===== config.mk =====
export PLATFORM = sky130hd
export DESIGN_NAME = reorder_buffer
export DESIGN_NICKNAME = d
export VERILOG_FILES = /design/src/rtl/reorder_buffer_pkg.sv /design/src/rtl/rob_entry_array.sv /design/src/rtl/reorder_buffer.sv
export SDC_FILE = /design/constraint.sdc
export NUM_CORES = 2
export LEC_CHECK = 0
export CAP_MARGIN = 10
export CORE_ASPECT_RATIO = 0.5
export CORE_UTILIZATION = 35
export CTS_BUF_LIST = sky130_fd_sc_hd__clkbuf_8
export DETAILED_ROUTE_END_ITERATION = 7
export PLACE_DENSITY_LB_ADDON = 0.12
export SYNTH_ARGS = -nofsm -noshare
export SYNTH_HDL_FRONTEND = slang
export SYNTH_HIERARCHICAL = 1
export SYNTH_SLANG_ARGS = --single-unit

===== constraint.sdc =====
create_clock -name clk -period 4.4 [get_ports clk]
set_clock_uncertainty 0.05 [all_clocks]
set_input_delay 0.44 -clock clk [delete_from_list [all_inputs] [get_ports clk]]
set_output_delay 0.44 -clock clk [all_outputs]
set_load 0.03 [all_outputs]

===== src/rtl/reorder_buffer_pkg.sv =====
// Shared ROB constants, tag types and the per-entry record.
// Imported by the entry array and the reorder buffer top.
package reorder_buffer_pkg;

  localparam int ROB_SIZE            = 16;
  localparam int ROB_ID_W            = 5;
  localparam int ROB_IDX_W           = 4;
  localparam int EX_REG_NUMBER_WIDTH = 6;
  localparam int DATA_WIDTH          = 32;

  typedef logic [ROB_ID_W-1:0]            rob_id_t;
  typedef logic [ROB_IDX_W-1:0]           rob_idx_t;
  typedef logic [EX_REG_NUMBER_WIDTH-1:0] ex_reg_t;

  localparam rob_id_t NON_DEPENDENT = rob_id_t'(ROB_SIZE);
  localparam ex_reg_t REG_NUMBER    = ex_reg_t'(32);

  typedef struct packed {
    logic                  busy;
    logic                  ready;
    ex_reg_t               rd;
    logic                  is_br;
    logic                  pred;
    logic                  taken;
    logic [DATA_WIDTH-1:0] value;
    logic [DATA_WIDTH-1:0] target;
  } rob_entry_t;

  function automatic logic writes_rd(ex_reg_t rd);
    return (rd != '0) && (rd != REG_NUMBER);
  endfunction

endpackage


===== src/rtl/rob_entry_array.sv =====
// ROB entry storage with two CDB-bypassed operand lookup ports.
// Write enables arrive already qualified by the pointer control.
module rob_entry_array
  import reorder_buffer_pkg::*;
(
  input  logic                  clk,
  input  logic                  rst,
  input  logic                  flush,
  input  logic                  alloc_en,
  input  logic [ROB_IDX_W-1:0]  alloc_idx,
  input  logic [EX_REG_NUMBER_WIDTH-1:0] alloc_rd,
  input  logic                  alloc_is_br,
  input  logic                  alloc_pred,
  input  logic                  wb_en,
  input  logic                  cdb_valid,
  input  logic [ROB_ID_W-1:0]   cdb_rob_id,
  input  logic [DATA_WIDTH-1:0] cdb_value,
  input  logic                  cdb_taken,
  input  logic [DATA_WIDTH-1:0] cdb_target,
  input  logic                  free_en,
  input  logic [ROB_IDX_W-1:0]  head_idx,
  output rob_entry_t            head_ent,
  input  logic [ROB_ID_W-1:0]   qj_query,
  input  logic [ROB_ID_W-1:0]   qk_query,
  output logic                  vj_ready,
  output logic [DATA_WIDTH-1:0] vj_value,
  output logic                  vk_ready,
  output logic [DATA_WIDTH-1:0] vk_value
);

  rob_entry_t ents [ROB_SIZE];

  rob_idx_t cdb_idx;
  logic     cdb_in_range;

  assign cdb_idx      = cdb_rob_id[ROB_IDX_W-1:0];
  assign cdb_in_range = !cdb_rob_id[ROB_IDX_W];
  assign head_ent     = ents[head_idx];

  always_ff @(posedge clk or negedge rst) begin
    if (!rst) begin
      for (int i = 0; i < ROB_SIZE; i++)
        ents[i] <= '0;
    end else if (flush) begin
      for (int i = 0; i < ROB_SIZE; i++) begin
        ents[i].busy  <= 1'b0;
        ents[i].ready <= 1'b0;
      end
    end else begin
      if (alloc_en) begin
        ents[alloc_idx].busy  <= 1'b1;
        ents[alloc_idx].ready <= 1'b0;
        ents[alloc_idx].rd    <= alloc_rd;
        ents[alloc_idx].is_br <= alloc_is_br;
        ents[alloc_idx].pred  <= alloc_pred;
      end
      if (wb_en && cdb_in_range && ents[cdb_idx].busy) begin
        ents[cdb_idx].ready  <= 1'b1;
        ents[cdb_idx].value  <= cdb_value;
        ents[cdb_idx].taken  <= cdb_taken;
        ents[cdb_idx].target <= cdb_target;
      end
      if (free_en) begin
        ents[head_idx].busy  <= 1'b0;
        ents[head_idx].ready <= 1'b0;
      end
    end
  end

  // {ready, value}; a same-cycle broadcast wins over stored state
  function automatic logic [DATA_WIDTH:0] lookup(rob_id_t q);
    if (q == NON_DEPENDENT)
      return {1'b1, {DATA_WIDTH{1'b0}}};
    else if (cdb_valid && cdb_rob_id == q)
      return {1'b1, cdb_value};
    else if (!q[ROB_IDX_W] && ents[q[ROB_IDX_W-1:0]].ready)
      return {1'b1, ents[q[ROB_IDX_W-1:0]].value};
    else
      return '0;
  endfunction

  always_comb begin
    {vj_ready, vj_value} = lookup(qj_query);
    {vk_ready, vk_value} = lookup(qk_query);
  end

endmodule


===== src/rtl/reorder_buffer.sv =====
// In-order reorder buffer: allocation, CDB capture, commit
// and branch mispredict flush for the Tomasulo core.
module reorder_buffer
  import reorder_buffer_pkg::*;
(
  input  logic                  clk,
  input  logic                  rst,
  input  logic                  rdy,
  input  logic                  alloc_valid,
  input  logic [EX_REG_NUMBER_WIDTH-1:0] alloc_rd,
  input  logic                  alloc_is_br,
  input  logic                  alloc_pred_taken,
  output logic [ROB_ID_W-1:0]   rob_id_to_dsp,
  output logic                  rob_full,
  input  logic [ROB_ID_W-1:0]   qj_query,
  input  logic [ROB_ID_W-1:0]   qk_query,
  output logic                  vj_ready,
  output logic [DATA_WIDTH-1:0] vj_value,
  output logic                  vk_ready,
  output logic [DATA_WIDTH-1:0] vk_value,
  input  logic                  cdb_valid,
  input  logic [ROB_ID_W-1:0]   cdb_rob_id,
  input  logic [DATA_WIDTH-1:0] cdb_value,
  input  logic                  cdb_taken,
  input  logic [DATA_WIDTH-1:0] cdb_target,
  output logic                  commit_en,
  output logic [EX_REG_NUMBER_WIDTH-1:0] commit_rd,
  output logic [ROB_ID_W-1:0]   commit_q,
  output logic [DATA_WIDTH-1:0] commit_v,
  output logic                  mispredict,
  output logic [DATA_WIDTH-1:0] redirect_pc
);

  rob_idx_t           head;
  rob_idx_t           tail;
  logic [ROB_IDX_W:0] count;
  rob_entry_t         head_ent;

  logic alloc_en;
  logic wb_en;
  logic do_commit;
  logic br_miss;
  logic flush;
  logic free_en;

  assign rob_full      = (count == (ROB_IDX_W+1)'(ROB_SIZE));
  assign rob_id_to_dsp = {1'b0, tail};

  // the cycle after a flush belongs to the redirect; ignore new work
  assign alloc_en  = rdy && alloc_valid && !rob_full && !mispredict;
  assign wb_en     = rdy && cdb_valid && !mispredict;
  assign do_commit = rdy && !mispredict && head_ent.busy && head_ent.ready;
  assign br_miss   = head_ent.is_br && (head_ent.taken != head_ent.pred);
  assign flush     = do_commit && br_miss;
  assign free_en   = do_commit && !br_miss;

  rob_entry_array u_array (
    .clk         (clk),
    .rst         (rst),
    .flush       (flush),
    .alloc_en    (alloc_en),
    .alloc_idx   (tail),
    .alloc_rd    (alloc_rd),
    .alloc_is_br (alloc_is_br),
    .alloc_pred  (alloc_pred_taken),
    .wb_en       (wb_en),
    .cdb_valid   (cdb_valid),
    .cdb_rob_id  (cdb_rob_id),
    .cdb_value   (cdb_value),
    .cdb_taken   (cdb_taken),
    .cdb_target  (cdb_target),
    .free_en     (free_en),
    .head_idx    (head),
    .head_ent    (head_ent),
    .qj_query    (qj_query),
    .qk_query    (qk_query),
    .vj_ready    (vj_ready),
    .vj_value    (vj_value),
    .vk_ready    (vk_ready),
    .vk_value    (vk_value)
  );

  always_ff @(posedge clk or negedge rst) begin
    if (!rst) begin
      head        <= '0;
      tail        <= '0;
      count       <= '0;
      commit_en   <= 1'b0;
      commit_rd   <= '0;
      commit_q    <= '0;
      commit_v    <= '0;
      mispredict  <= 1'b0;
      redirect_pc <= '0;
    end else if (!rdy) begin
      commit_en  <= 1'b0;
      mispredict <= 1'b0;
    end else begin
      commit_en  <= do_commit && writes_rd(head_ent.rd);
      mispredict <= flush;
      if (do_commit) begin
        commit_rd <= head_ent.rd;
        commit_q  <= {1'b0, head};
        commit_v  <= head_ent.value;
      end
      if (flush) begin
        redirect_pc <= head_ent.target;
        head        <= '0;
        tail        <= '0;
        count       <= '0;
      end else begin
        if (do_commit)
          head <= head + 1'b1;
        if (alloc_en)
          tail <= tail + 1'b1;
        count <= count + (ROB_IDX_W+1)'(alloc_en)
                       - (ROB_IDX_W+1)'(do_commit);
      end
    end
  end

endmodule


# Word level (Yosys, flattened, before mapping)
# Index checks and enable logic that the tools add are counted.
[word_totals] reg_bits=1289
[classes] n_addsub=4 n_lt_le_gt_ge=8 n_eq_ne=7 n_mux=79 bitwise_logic=5 n_reduce_logical=35
[ops] cell="1200-bit bitwise mux" count=11
[ops] cell="1200-bit two-way mux" count=5
[ops] cell="75-bit demux with 4-bit select" count=11
[ops] cell="75-bit binary-select mux with 4-bit select" count=4
[ops] cell="74-bit two-way mux" count=7
[ops] cell="75-bit two-way mux" count=6
[ops] cell="33-bit two-way mux" count=6
[ops] cell="73-bit two-way mux" count=1
[ops] cell="67-bit two-way mux" count=1
[ops] cell="66-bit two-way mux" count=1
[ops] cell="65-bit two-way mux" count=1
[ops] cell="64-bit two-way mux" count=1
[ops] cell="2-bit two-way mux" count=16
[ops] cell="32-bit two-way mux" count=1
[ops] cell="5-bit greater-or-equal comparator, second input constant" count=5
[ops] cell="4-bit NOT with 5-bit output" count=5
[ops] cell="1-bit logical AND" count=22
[ops] cell="4-bit two-way mux" count=4
[ops] cell="5-bit equality test, second input constant" count=3
[ops] cell="5-bit by 1-bit less-than comparator with 1-bit output, second input constant" count=3
[ops] cell="5-bit equality test" count=2
[ops] cell="4-bit by 1-bit adder with 4-bit output, second input constant" count=2
[ops] cell="2-bit AND reduction" count=4
[ops] cell="1-bit logical NOT" count=6
[ops] cell="8 further kinds" count=10

# Logic depth before layout (Yosys ltp)
[depth] depth_word=22 ltp_mapped=18 depth_no_buf=14

# By module
# The synthesis kept the hierarchy.
[by_module_without_submodules] mod="rob_entry_array" instances=1 cells_each=4002 area_per_inst_um2=68049.0 seq_area_each_um2=30028.8
[by_module_without_submodules] mod="reorder_buffer" instances=1 cells_each=346 area_per_inst_um2=3688.5 seq_area_each_um2=2227.1

# Worst setup path after synthesis
# Ideal clock, no wire load.
[synth_timing] path_kind="register to register" from="register head[0]" to="register (tool-made name)" setup_time_ns=0.125 arrival_ns=4.041 required_ns=4.225 slack_ns=0.184 path_stages_with_launch=16 n_path_buf=7 synth_period_minus_slack_ns=4.216 path_cell_list="dfrtp_1 -> clkbuf_1 -> clkbuf_1 -> buf_2 -> mux4_2 -> mux4_2 -> xor2_1 -> nand3_2 -> buf_2 -> inv_1 -> clkbuf_1 -> and2b_2 -> nand2_4 -> buf_12 -> buf_12 -> mux2_4"
[synth_lines] element="start, declared" line="reorder_buffer.sv:34" text="rob_idx_t head;"
[synth_lines] element="start signal, assigned" line="reorder_buffer.sv:112" text="head <= head + 1'b1;"

# Final worst setup path
[layout_timing] from="register u_array/ents[598] (netlist name)" to="output vk_value[2]"
[layout_via] elab_chain_len=7
[layout_lines] element="start, declared" line="rob_entry_array.sv:31" text="rob_entry_t ents [ROB_SIZE];"
[layout_lines] element="75-bit binary-select mux with 4-bit select" line="rob_entry_array.sv:76" text="else if (!q[ROB_IDX_W] && ents[q[ROB_IDX_W-1:0]].ready)"
[layout_lines] element="74-bit two-way mux (implied by the code) (2 in series)" line="rob_entry_array.sv:76"
[layout_lines] element="1-bit logical AND" line="rob_entry_array.sv:76"
[layout_lines] element="33-bit two-way mux" line="rob_entry_array.sv:76"
[layout_lines] element="33-bit two-way mux" line="rob_entry_array.sv:74" text="else if (cdb_valid && cdb_rob_id == q)"
[layout_lines] element="33-bit two-way mux" line="rob_entry_array.sv:72" text="if (q == NON_DEPENDENT)"
[layout_lines] element="end, declared" line="reorder_buffer.sv:20" text="output logic [DATA_WIDTH-1:0] vk_value,"
# No other way between the ends. The select of a mux whose other input is x is not followed.

==> impl_metrics.yaml <==
grt:
  overflow: 0
  grt_max_degree: 120
  antenna_found_initial: 12
  grt_pass1_vias: 45300
  grt_pass1_wl_um: 335000
  track_usage_pct: 22.0
worst_setup_path:
  crit_path_end_kind: "output port"
  r2r_setup_slack_ns: 0.22
  slowest_delay_ns: 0.73
  cp_slowest_cell: "o21ai_4"
  path_class: "reg2out"
  reg2reg_depth: 9
  cp_max_fo: 11
  cp-startpoint: "u_array/ents[598]"
  cp.required_ns: 3.91
  reg2reg_from: "head[0]"
  start_kind: "flip-flop"
  cp_cell_sequence: "mux4_2, nand2b_1, a31o_2, o21ai_4, buf_4, a211oi_2, buf_12"
  critPathArrivalTime_ns: 3.74
placed_design:
  portBuffers: 239
  place_hpwl_um: 135000
  place_ws_ns: -0.0774
  dp.cells: 7064
  globalplace.congestion: 0.793
logic_synthesis:
  synth_cell_types: 77
  synth-seq-area-share_pct: 45.0
  ys_ff_latch: 1289
  synth_edf_count: 0
  synth_area_um2: 71700
  syn_avg_cell_area_um2: 16.5
  ys_async_sr_fraction_pct: 100
  ys_warn_count: 6
  synth_flop_cell: "dfrtp_1"
  netlist_instances: 4348
min_path:
  hp-class: "in2async"
floorplanning:
  die_h_um: 322
  die_area_um2: 207000
  die_x_um: 642
  rows: 117
  coreArea_um2: 204000
  start_util_pct: 35.2
  io_pins: 242
clock_network:
  clk_pin_slew_ns: 0.07
  cts.sinks: 1289
  cts_tree: "built"
  cts-root-buf: "clkbuf_8"
  ctsHtreeMaxLevel: 4
  ctsLongestPathBuffers: 4
  worstSkewPairLatency_ns: 0.97
  numCtsBuffers: 212
route:
  drtIter0Drc: 3249
  drt-total-wl_um: 228000
  firstDrtPassIters: 5
  via_per_inst: 5.64
  wl_per_cell_um: 30.7
  num_vias: 41900
  drc_errors: 0
  postRouteAntennaNets: 0
timing:
  rsz0062_at_grt: "no"
  hold_viol_final: 0
  setup_ws_ns: 0.167
  period_needed_ns: 4.23
  tightestPinTransition_ns: 1.14
  drv_slew: 0
  relSlewSlack_pct: 24.1
  min_period_over_period_pct: 96.2
  finalSetupViolCount: 0
  max_freq_ghz: 0.236
final_layout:
  multi_input_area_um2: 35800
  final_cell_count_no_fill: 7435
  fin_util_pct: 39.9
  syn_to_final_growth_pct: 13.3
  final_net_count: 4646
  seq_area_um2: 32300
  fill_cells: 18500
  drive_above_1_share_pct: 50.2
pwr:
  share_seq_of_total_power_pct: 40.2
  p_comb_share_pct: 31.7
  sw_frac_of_total_pct: 32.4
  power_frac_clock_pct: 28.1
  ir_drop_mv: 0.550
  leakage_nw: 38.0
  power_density_nw_per_um2: 489
  p_int_mw: 26.8
  switching_power_mw: 12.9
outcome:
  status: "completed"
run:
  drv_cap: 0
==> metrics by stage <==
stage | setup TNS [ns] | instance area, um2 | total power, mW | hold slack (ns)
2_1_floorplan | 0 | 71700 | 24.6 | 0.0944
3_3_place_gp | -1.03 | 76900 | 28.6 | 0.369
3_5_place_dp | -3.43 | 76900 | 28.8 | 0.413
4_1_cts | 0 | 81300 | 40.2 | 0.0635
5_1_grt | 0 | 81300 | 41.7 | 0.0487
6_report | 0 | 81300 | 39.7 | 0.0139
==> final cells by class <==
cell class | count | area share [%]
sequential | 1289 | 39.7
tap | 2737 | 4.21
clock inverter | 88 | 0.662
timing repair buffer | 439 | 6.65
antenna | 5 | 0.0154
inverter | 24 | 0.112
multi-input combinational | 2578 | 44.0
clock buffer | 275 | 4.66
==> per-layer routing <==
metal  vias to the layer above  track usage (%)  routed length [um]
met5                         -                0                  17
met1                     23100             30.3              102000
met3                       403             4.46               12600
met4                         4             6.40                6640
met2                      1269             35.4              107000
li1                      17100                -                   -
==> power groups by stage <==
stage               sequential [mW]  combinational (mW)  clock, mW
floorplan                      15.8                8.80          0
global placement               16.1                12.5          0
detailed placement             16.2                12.6          0
CTS                            16.0                12.7       11.5
global route                   16.3                13.4       12.1
finish                         16.0                12.6       11.1
==> timing repair <==
action | 4_1_cts | 5_1_grt
setup buffers | 1 | 1
gates resized for setup | 2 | 0
hold endpoints to repair | 304 | 0
setup endpoints to repair | 150 | 88
pin swaps | 1 | 0
gates cloned | 0 | 0
hold buffers | 1 | 0
==> how the worst max path moves through the flow <==
stage	end	slack (ns)
2_1_floorplan	flip-flop	0.18
3_3_place_gp	flip-flop	-0.03
3_5_place_dp	flip-flop	-0.08
4_1_cts	flip-flop	0.03
5_1_grt	vk_value[2]	0.04
6_report	vk_value[2]	0.17
==> cells in the final DEF (no fill, tap or decap), types with 14 or more instances in the layout <==
master,Yosys,final
a221oi_2,33,33
a22oi_1,35,35
mux2_1,135,135
buf_12,86,131
mux2_4,697,697
clkbuf_8,6,276
nor3_1,25,25
a211oi_1,18,18
nand3_1,36,35
o221ai_1,30,30
nand2_1,177,176
nand2_8,0,16
nand2b_1,14,14
buf_4,40,134
clkdlybuf4s50_1,0,165
nor2_1,43,41
a211oi_2,19,19
o21ai_0,29,29
a21oi_1,23,22
mux2i_1,126,126
dfrtp_1,1289,1285
clkinv_2,0,22
a221oi_1,18,18
mux4_2,605,605
mux2_2,370,370
inv_1,23,79
==> worst max-delay path: cells and delay by family, from the launching register on <==
| kind | cells | cell delay, ns |
|---|---|---|
| AO/OA/AOI/OAI | 3 | 1.05 |
| buffers and inverters | 2 | 0.60 |
| flip-flops | 1 | 0.45 |
| multiplexers | 1 | 0.50 |
| AND/OR/NAND/NOR | 1 | 0.16 |
==> logic make-up after synthesis <==
| family | count (synthesis) | synth area share, % |
|---|---|---|
| mux | 1945 | 43.7 |
| fa+ha+maj | 9 | 0.167 |
| buf+inv | 482 | 5.48 |
| xor+xnor | 16 | 0.206 |
| flops | 1289 | 45.0 |
| compound gates | 230 | 2.83 |
| simple gates | 376 | 2.64 |
| other cells | 1 | 0.00523 |
==> cells in the mapped netlist, drive strengths merged (4+ instances only) <==
master	n	area, um2
dfrtp	1289	32300
mux2	1202	16200
mux4	617	13900
buf	300	3170
nand2	193	845
clkbuf	157	658
mux2i	126	1260
nor2	53	224
a221oi	51	653
a211oi	37	373
nand3	37	190
a22oi	35	263
o21ai	30	161
o221ai	30	263
nor3	27	151
a21oi	24	124
inv	24	90.1
nand2b	14	87.6
nor2b	11	68.8
a311oi	8	70.1
ha	8	100
xnor2	8	77.6
xor2	8	70.1
and3	7	43.8
and2b	6	48.8
nand4	4	25.0
(Power assumes the default switching activity.)
